<file path="config.mk">
export PLATFORM = sky130hd
export DESIGN_NAME = adc_two_step_seq_flat
export DESIGN_NICKNAME = d
export VERILOG_FILES = /design/src/rtl/adc_two_step_seq_if.sv /design/src/rtl/adc_two_step_seq.sv /design/src/flat_wrapper.sv
export SDC_FILE = /design/constraint.sdc
export NUM_CORES = 1
export LEC_CHECK = 0
export CAP_MARGIN = 0
export CORE_MARGIN = 2
export CORE_UTILIZATION = 36
export DETAILED_ROUTE_END_ITERATION = 8
export PLACE_DENSITY = 0.6
export SLEW_MARGIN = 0
export SYNTH_ARGS = -nofsm -noshare
export SYNTH_HDL_FRONTEND = slang
export SYNTH_SLANG_ARGS = --single-unit
</file>
<file path="constraint.sdc">
create_clock -name clk -period 2.45 [get_ports clk]
set_clock_uncertainty 0.1 [all_clocks]
set_input_delay 0.49 -clock clk [delete_from_list [all_inputs] [get_ports clk]]
set_output_delay 0.49 -clock clk [all_outputs]
set_load 0.01 [all_outputs]
</file>
<file path="src/rtl/adc_two_step_seq_if.sv">
// rtl/adc_two_step_seq_if.sv - result output port of the two-step ADC sequencer
// Carries the 6-bit conversion result with its valid/ready handshake.
interface adc_two_step_seq_if;
  logic [5:0] dout;
  logic       dout_valid;
  logic       dout_ready;

  modport master (output dout, output dout_valid, input dout_ready);
  modport slave  (input dout, input dout_valid, output dout_ready);
endinterface

</file>
<file path="src/rtl/adc_two_step_seq.sv">
// rtl/adc_two_step_seq.sv - coarse/fine conversion sequencer for a 6-comparator two-step flash ADC
// Times track/hold, latch strobes and residue DAC, encodes both thermometer words, buffers one result.
module adc_two_step_seq #(
  parameter int SAMPLE_CYC = 4,
  parameter int SETTLE_CYC = 2
) (
  input  logic                       clk,
  input  logic                       rst,
  input  logic                       start,
  output logic                       busy,
  output logic                       sample_o,
  output logic                       cmp_latch,
  input  logic [5:0]                 comp_therm,
  output logic [2:0]                 dac_code,
  output logic                       bubble_err,
  output logic                       overrun,
  input  logic                       err_clr,
  adc_two_step_seq_if.master         out_if
);

  localparam int MAX_CYC = (SAMPLE_CYC > SETTLE_CYC) ? SAMPLE_CYC : SETTLE_CYC;
  localparam int CW      = $clog2(MAX_CYC + 1);

  typedef enum logic [2:0] {
    IDLE, SAMPLE, C_SETTLE, C_LATCH, F_SETTLE, F_LATCH, DONE
  } state_t;

  state_t        state_q, state_d;
  logic [CW-1:0] cnt_q, cnt_d;
  logic          busy_q, busy_d;
  logic          sample_q, sample_d;
  logic          cmp_latch_q, cmp_latch_d;
  logic [2:0]    dac_code_q, dac_code_d;
  logic [2:0]    coarse_q, coarse_d;
  logic [2:0]    fine_q, fine_d;
  logic [5:0]    dout_q, dout_d;
  logic          dout_valid_q, dout_valid_d;
  logic          bubble_err_q, bubble_err_d;
  logic          overrun_q, overrun_d;
  logic [3:0]    enc;
  logic          capture;
  logic          load;

  // Returns {bubble, value}; a non-thermometer word saturates to 5 and flags a bubble.
  function automatic logic [3:0] therm_enc(input logic [5:0] w);
    case (w)
      6'b000000: therm_enc = 4'b0000;
      6'b000001: therm_enc = 4'b0001;
      6'b000011: therm_enc = 4'b0010;
      6'b000111: therm_enc = 4'b0011;
      6'b001111: therm_enc = 4'b0100;
      6'b011111: therm_enc = 4'b0101;
      6'b111111: therm_enc = 4'b0101;
      default:   therm_enc = 4'b1101;
    endcase
  endfunction

  always_comb begin
    state_d = state_q;
    cnt_d   = cnt_q;
    case (state_q)
      IDLE:     if (start) state_d = SAMPLE;
      SAMPLE:   if (cnt_q == '0) state_d = C_SETTLE; else cnt_d = cnt_q - 1'b1;
      C_SETTLE: if (cnt_q == '0) state_d = C_LATCH;  else cnt_d = cnt_q - 1'b1;
      C_LATCH:  state_d = F_SETTLE;
      F_SETTLE: if (cnt_q == '0) state_d = F_LATCH;  else cnt_d = cnt_q - 1'b1;
      F_LATCH:  state_d = DONE;
      DONE:     state_d = IDLE;
      default:  state_d = IDLE;
    endcase
    if (state_d != state_q)
      cnt_d = (state_d == SAMPLE) ? CW'(SAMPLE_CYC - 1) : CW'(SETTLE_CYC - 1);

    enc      = therm_enc(comp_therm);
    capture  = (state_q == C_LATCH) || (state_q == F_LATCH);
    coarse_d = (state_q == C_LATCH) ? enc[2:0] : coarse_q;
    fine_d   = (state_q == F_LATCH) ? enc[2:0] : fine_q;

    busy_d      = (state_d != IDLE);
    sample_d    = (state_d == SAMPLE);
    cmp_latch_d = (state_d == C_LATCH) || (state_d == F_LATCH);
    // Uses coarse_d so the DAC shows the new coarse code on the very edge it is captured.
    dac_code_d  = ((state_d == F_SETTLE) || (state_d == F_LATCH)) ? coarse_d : 3'd0;

    load         = (state_q == DONE);
    dout_d       = load ? (({3'b000, coarse_q} * 6'd6) + {3'b000, fine_q}) : dout_q;
    dout_valid_d = load || (dout_valid_q && !out_if.dout_ready);

    bubble_err_d = (capture && enc[3]) || (bubble_err_q && !err_clr);
    overrun_d    = (load && dout_valid_q && !out_if.dout_ready) || (overrun_q && !err_clr);
  end

  always_ff @(posedge clk) begin
    if (rst) begin
      state_q      <= IDLE;
      cnt_q        <= '0;
      busy_q       <= 1'b0;
      sample_q     <= 1'b0;
      cmp_latch_q  <= 1'b0;
      dac_code_q   <= 3'd0;
      coarse_q     <= 3'd0;
      fine_q       <= 3'd0;
      dout_q       <= 6'd0;
      dout_valid_q <= 1'b0;
      bubble_err_q <= 1'b0;
      overrun_q    <= 1'b0;
    end else begin
      state_q      <= state_d;
      cnt_q        <= cnt_d;
      busy_q       <= busy_d;
      sample_q     <= sample_d;
      cmp_latch_q  <= cmp_latch_d;
      dac_code_q   <= dac_code_d;
      coarse_q     <= coarse_d;
      fine_q       <= fine_d;
      dout_q       <= dout_d;
      dout_valid_q <= dout_valid_d;
      bubble_err_q <= bubble_err_d;
      overrun_q    <= overrun_d;
    end
  end

  assign busy              = busy_q;
  assign sample_o          = sample_q;
  assign cmp_latch         = cmp_latch_q;
  assign dac_code          = dac_code_q;
  assign bubble_err        = bubble_err_q;
  assign overrun           = overrun_q;
  assign out_if.dout       = dout_q;
  assign out_if.dout_valid = dout_valid_q;

endmodule

</file>
<file path="src/flat_wrapper.sv">
// flat-port wrapper written by rule: the top's interface ports become plain ports
module adc_two_step_seq_flat 
#(
  parameter int SAMPLE_CYC = 4,
  parameter int SETTLE_CYC = 2
)
  (clk, rst, start, busy, sample_o, cmp_latch, comp_therm, dac_code, bubble_err, overrun, err_clr, out_if_dout, out_if_dout_valid, out_if_dout_ready);
  adc_two_step_seq_if out_if_i ();
  input  logic clk;
  input  logic rst;
  input  logic start;
  output logic busy;
  output logic sample_o;
  output logic cmp_latch;
  input  logic [5:0] comp_therm;
  output logic [2:0] dac_code;
  output logic bubble_err;
  output logic overrun;
  input  logic err_clr;
  output wire logic [$bits(out_if_i.dout)-1:0] out_if_dout;
  output wire logic [$bits(out_if_i.dout_valid)-1:0] out_if_dout_valid;
  input wire logic [$bits(out_if_i.dout_ready)-1:0] out_if_dout_ready;
  assign out_if_dout = out_if_i.dout;
  assign out_if_dout_valid = out_if_i.dout_valid;
  assign out_if_i.dout_ready = out_if_dout_ready;
  adc_two_step_seq #(.SAMPLE_CYC(SAMPLE_CYC), .SETTLE_CYC(SETTLE_CYC)) u_core (.clk(clk), .rst(rst), .start(start), .busy(busy), .sample_o(sample_o), .cmp_latch(cmp_latch), .comp_therm(comp_therm), .dac_code(dac_code), .bubble_err(bubble_err), .overrun(overrun), .err_clr(err_clr), .out_if(out_if_i));
endmodule
</file>
* After elaboration in Yosys (flattened, before gate mapping)
Index checks and enable logic that the tools add are counted.
** Storage, ports and cells
- Memories kept :: 0
- Memory bits (writable) :: 0
- Input port bits :: 11
- Bits in latches :: 0
- Bits in read-only memories :: 0
- Bits in registers :: 27
- Output and inout bits :: 15
- Logic and storage cells :: 68
** Operators by class
- Add/subtract/negate cells :: 2
- Div/mod/pow operators :: 0
- Multiply operators :: 1
- Magnitude comparators :: 0
- Eq/ne operators :: 18
- Reductions and logical operators :: 23
- Multiplexer cells :: 11
- Shifts and indexed selects :: 0
- Bitwise logic cells :: 1
** Operators by type and width (number)
- 3-bit 2-to-1 mux :: 8
- 4-bit case mux with 6 select lines :: 1
- 3-bit case mux with 6 select lines :: 1
- 3-bit equality test (second input constant) :: 5
- 3-bit by 2-bit equality test with 1-bit output (second input constant) :: 3
- 6-bit by 3-bit adder with 6-bit output :: 1
- 3-bit by 1-bit equality test with 1-bit output (second input constant) :: 2
- 6-bit by 1-bit equality test with 1-bit output (second input constant) :: 1
- 6-bit by 2-bit equality test with 1-bit output (second input constant) :: 1
- 6-bit by 3-bit equality test with 1-bit output (second input constant) :: 1
- 6-bit by 4-bit equality test with 1-bit output (second input constant) :: 1
- 6-bit by 5-bit equality test with 1-bit output (second input constant) :: 1
- 6-bit equality test (second input constant) :: 1
- 1-bit logical AND :: 6
- 3-bit zero test :: 2
- 6-bit zero test :: 1
- 1-bit logical OR :: 6
- 3-bit by 2-bit multiplier with 5-bit output (second input constant) :: 1
- 2-bit OR reduction :: 2
- 3-bit inequality test :: 1
- 3-bit nonzero test :: 1
- 3-bit OR reduction :: 1
- 3-bit by 1-bit subtractor with 3-bit output (second input constant) :: 1
- 1-bit zero test :: 2
- 5 further kinds :: 5

* Longest topological paths before layout
- Word-level depth :: 7
- Gate-level depth with buffers :: 6
- Depth with buffers taken out :: 6

* Worst setup path after synthesis
No wires, ideal clock.
- Path kind :: register -> register
- Start :: reg u_core.coarse_q[1]
- End :: reg u_core.dout_q[5] (netlist: u_core.out_if.dout[5])
- Setup slack :: 0.713 ns
- Clock period less this slack :: 1.737 ns
- Setup time :: 0.088 ns
- Arrival time :: 1.549 ns
- Cell stages (with the launch flop) :: 7
- Required time :: 2.262 ns
- Cell sequence :: dfxtp_1 ha_1 fa_1 xor2_1 nand3_1 xnor2_1 o31ai_1
** On the way
- Word-level cells in the longest chain between the ends :: 2
** Ends and longest elaborated chain
- from (decl) :: line adc_two_step_seq.sv:34 : logic [2:0] coarse_q, coarse_d;
- from (signal assigned) :: line adc_two_step_seq.sv:114 : coarse_q <= coarse_d;
- 3-bit by 2-bit multiplier with 5-bit output :: line adc_two_step_seq.sv:86 : dout_d = load ? (({3'b000, coarse_q} * 6'd6) + {3'b000, fine_q}) : dout_q;
- 6-bit by 3-bit adder with 6-bit output :: line adc_two_step_seq.sv:86
- to (signal assigned) :: line adc_two_step_seq.sv:116 : dout_q <= dout_d;
- to (decl) :: line adc_two_step_seq.sv:36 : logic [5:0] dout_q, dout_d;
No other way between the ends.
A chain may end at the register's enable or synchronous reset.

* Worst setup path after layout
Ends and elaborated chain as after synthesis.

==> out/metrics.cfg <==
[status]
status = completed

[route]
vias = 1210
antenna_left = 0
drt-initial-drc-count = 62
wl_per_cell_microns = 11.87
drc = 0
first_pass_iters = 4
via_per_inst = 5.238
drt_wl_total_microns = 2742

[logic_synthesis]
synth-edff-count = 0
yosysTopAreaCell = dfxtp_1
ys.flop_type = dfxtp_1
yosysUniqueCellTypes = 35
synthCells = 160
yosysMostFrequentCell = dfxtp_1
ys_seq_area_share_pct = 39.78
syn_area_per_cell_sq_um = 8.493
synthArstFlopShare_pct = 0
yosysWarnings = 0
synth.top_cells.by_count = dfxtp_1, a21oi_1, nand2_1
synthTopCellsByArea = dfxtp_1, ha_1, a21oi_1
ys_ff_latch = 27
synth_nets = 180
synth_area_sq_um = 1359
post-synth-top-area-fraction_pct = 39.78

[timing]
worst_slew_pin_slew_ps = 625.3
hold_viol = 0
drv_slew = 0
min_period_ps = 1880
rsz0062_at_grt = no
setup_slack_ps = 570.5
fin_crit_sh_pct = 76.72
finalSetupTns_ps = 0
timing.fmax_mhz = 532.0
maxSlewHeadroom_pct = 58.25
setup_viol_count_final = 0

[layout]
syn_to_final_growth_pct = 24.49
multi_input_area_sq_um = 768.2
layout.nets = 204
diodes = 0
fillers = 387
area.sequential_sq_um = 540.5
drive_gt1_share_pct = 4.372

[pwr]
ir_drop_uv = 185.5
p_per_area_nw_per_um2 = 598.8
p_leak_nw = 0.6418
power_mw = 1.013

[global_routing]
grt-ovfl-total = 0
grtUsageMet3_pct = 1.541
grt.total_usage_pct = 14.13
top_usage_layer = met2
use_met1_pct = 17.40
grt.met2_usage_pct = 24.36
antenna_found_initial = 0
grt_max_degree = 30
grt_pass1_vias = 1141
grt_pass1_wl_microns = 4767

[worst_setup_path]
cpLargestDelayFamily = adder cells
endpoint_kind = flop
cp_cell_sequence = ha_1, fa_1, xor2_1, nand3_1, xnor2_1, o31ai_1
crit_start = u_core.coarse_q[1]
critPathKind = reg2reg
crit_required_ps = 2540
start_kind = flop
worst-path-buf-inv = 0
slowest_delay_ps = 380
cp.arrival_ps = 1970
cp.depth = 6
cp-endpoint = u_core.out_if.dout[5]
crit_fanout = 6
cp_slowest_cell = dfxtp_1
worstReg2RegEnd = u_core.out_if.dout[5]
reg2reg_from = u_core.coarse_q[1]
r2r_slack_ps = 570
rr_worst_depth = 6

[run]
maxCapViolations = 0

[clock_network]
cts_resized = 0
cts_tree = done
ctsHoldBuffers = 0
clock_latency_ps = 270
clock_sinks = 27
cts_setup_buffers = 0
cts_buffer_depth = 2
h-tree-depth = 1
numCtsBuffers = 3
clkTransAtPathRegs_ps = 90
ctsRootBufferMaster = clkbuf_8

[place]
dp_slack_ps = 349.1
routabilityCongestion = 0.8196
dp_hpwl_microns = 2067
portBuffers = 25

[floorplanning]
rows = 22
die_w_microns = 65.44
core-area_sq_um = 3633
dieArea_sq_um = 4282
pin_count = 26
start_util_pct = 37.40
die_h_microns = 65.44

[worst_hold_path]
min_path_type = reg2reg

-- per-stage QoR --
step           area [sq um]  util [%]  hold slack, ps  cells
6_report               1692     46.56           358.2    231
3_3_place_gp           1645     45.28           343.3    227
4_1_cts                1692     46.56           361.1    231
2_1_floorplan          1359         -           332.3    160
5_1_grt                1692     46.56           377.6    231
3_5_place_dp           1645     45.28           347.6    227
-- layout by cell type (no fill, tap or decap), types with 2 or more instances in the layout --
| cell type | instances |
|---|---|
| o31ai_1 | 2 |
| o21ai_0 | 4 |
| a211oi_1 | 5 |
| a21oi_1 | 17 |
| clkdlybuf4s50_1 | 25 |
| clkbuf_8 | 3 |
| nand2_1 | 16 |
| nor4_1 | 3 |
| inv_1 | 5 |
| dfxtp_1 | 27 |
| nor2b_1 | 5 |
| nand3_1 | 7 |
| xor2_1 | 2 |
| a21o_1 | 5 |
| o211ai_1 | 2 |
| nor3_1 | 3 |
| ha_1 | 7 |
| or3_1 | 2 |
| fa_1 | 2 |
| and3_1 | 2 |
| nand2b_1 | 5 |
| nor2_1 | 15 |
| nand3b_1 | 2 |
| mux2i_1 | 2 |
| xnor2_1 | 3 |
-- cell families after synthesis --
group	after synthesis	synth area share [%]
flip-flops	27	39.78
buffers and inverters	12	3.683
adder cells (fa/ha/maj)	9	9.392
XOR/XNOR	5	3.223
AO/OA/AOI/OAI	40	18.32
multiplexers	3	2.302
AND/OR/NAND/NOR	64	23.30
-- how the worst min path moves through the flow --
stage                     cells after the start  slack, ps                     to                  start
after CTS                                     2        360  u_core.out_if.dout[2]  u_core.out_if.dout[2]
after global placement                        2        340  u_core.out_if.dout[2]  u_core.out_if.dout[2]
after detailed placement                      2        350  u_core.out_if.dout[2]  u_core.out_if.dout[2]
after floorplan                               2        330  u_core.out_if.dout[0]       u_core.fine_q[0]
final                                         2        360  u_core.out_if.dout[1]  u_core.out_if.dout[1]
after global routing                          2        380  u_core.out_if.dout[0]  u_core.out_if.dout[0]
-- power breakdown --
part           switching (mW)  leakage (nW)  internal [mW]
registers              0.0505         0.219          0.470
clock network           0.137        0.0255          0.114
logic                   0.125         0.397          0.116
-- layer usage --
layer | up-vias | share of wire, % | wire [microns]
li1 | 611 | - | -
met1 | 569 | 46 | 1261
met2 | 26 | 48 | 1315
met3 | 4 | 4.2 | 115
met4 | 0 | 1.8 | 50
met5 | - | 0 | 0
-- tightest hold or removal path: cells and delay by family, from the launching register on --
family          cells  cell delay, ps
simple gates        1              50
compound gates      1              50
flops               1             320
-- flip-flops by register name, summed over array words and instances, names as in the netlist --
name                      flops
u_core.busy                   1
u_core.coarse_q               3
u_core.fine_q                 3
u_core.out_if.dout_valid      1
u_core.cmp_latch              1
u_core.bubble_err             1
u_core.overrun                1
u_core.cnt_q                  3
u_core.dac_code               3
u_core.sample_o               1
u_core.state_q                3
u_core.out_if.dout            6
-- layout make-up --
class | count | share of cell area, %
Clock buffer | 3 | 2.441
Clock inverter | 1 | 0.2959
Sequential cell | 27 | 31.95
Inverter | 5 | 1.109
Tap cell | 48 | 3.550
Timing Repair Buffer | 26 | 15.24
Multi-Input combinational cell | 121 | 45.41
Note: power is estimated with default switching activity, not from simulation.
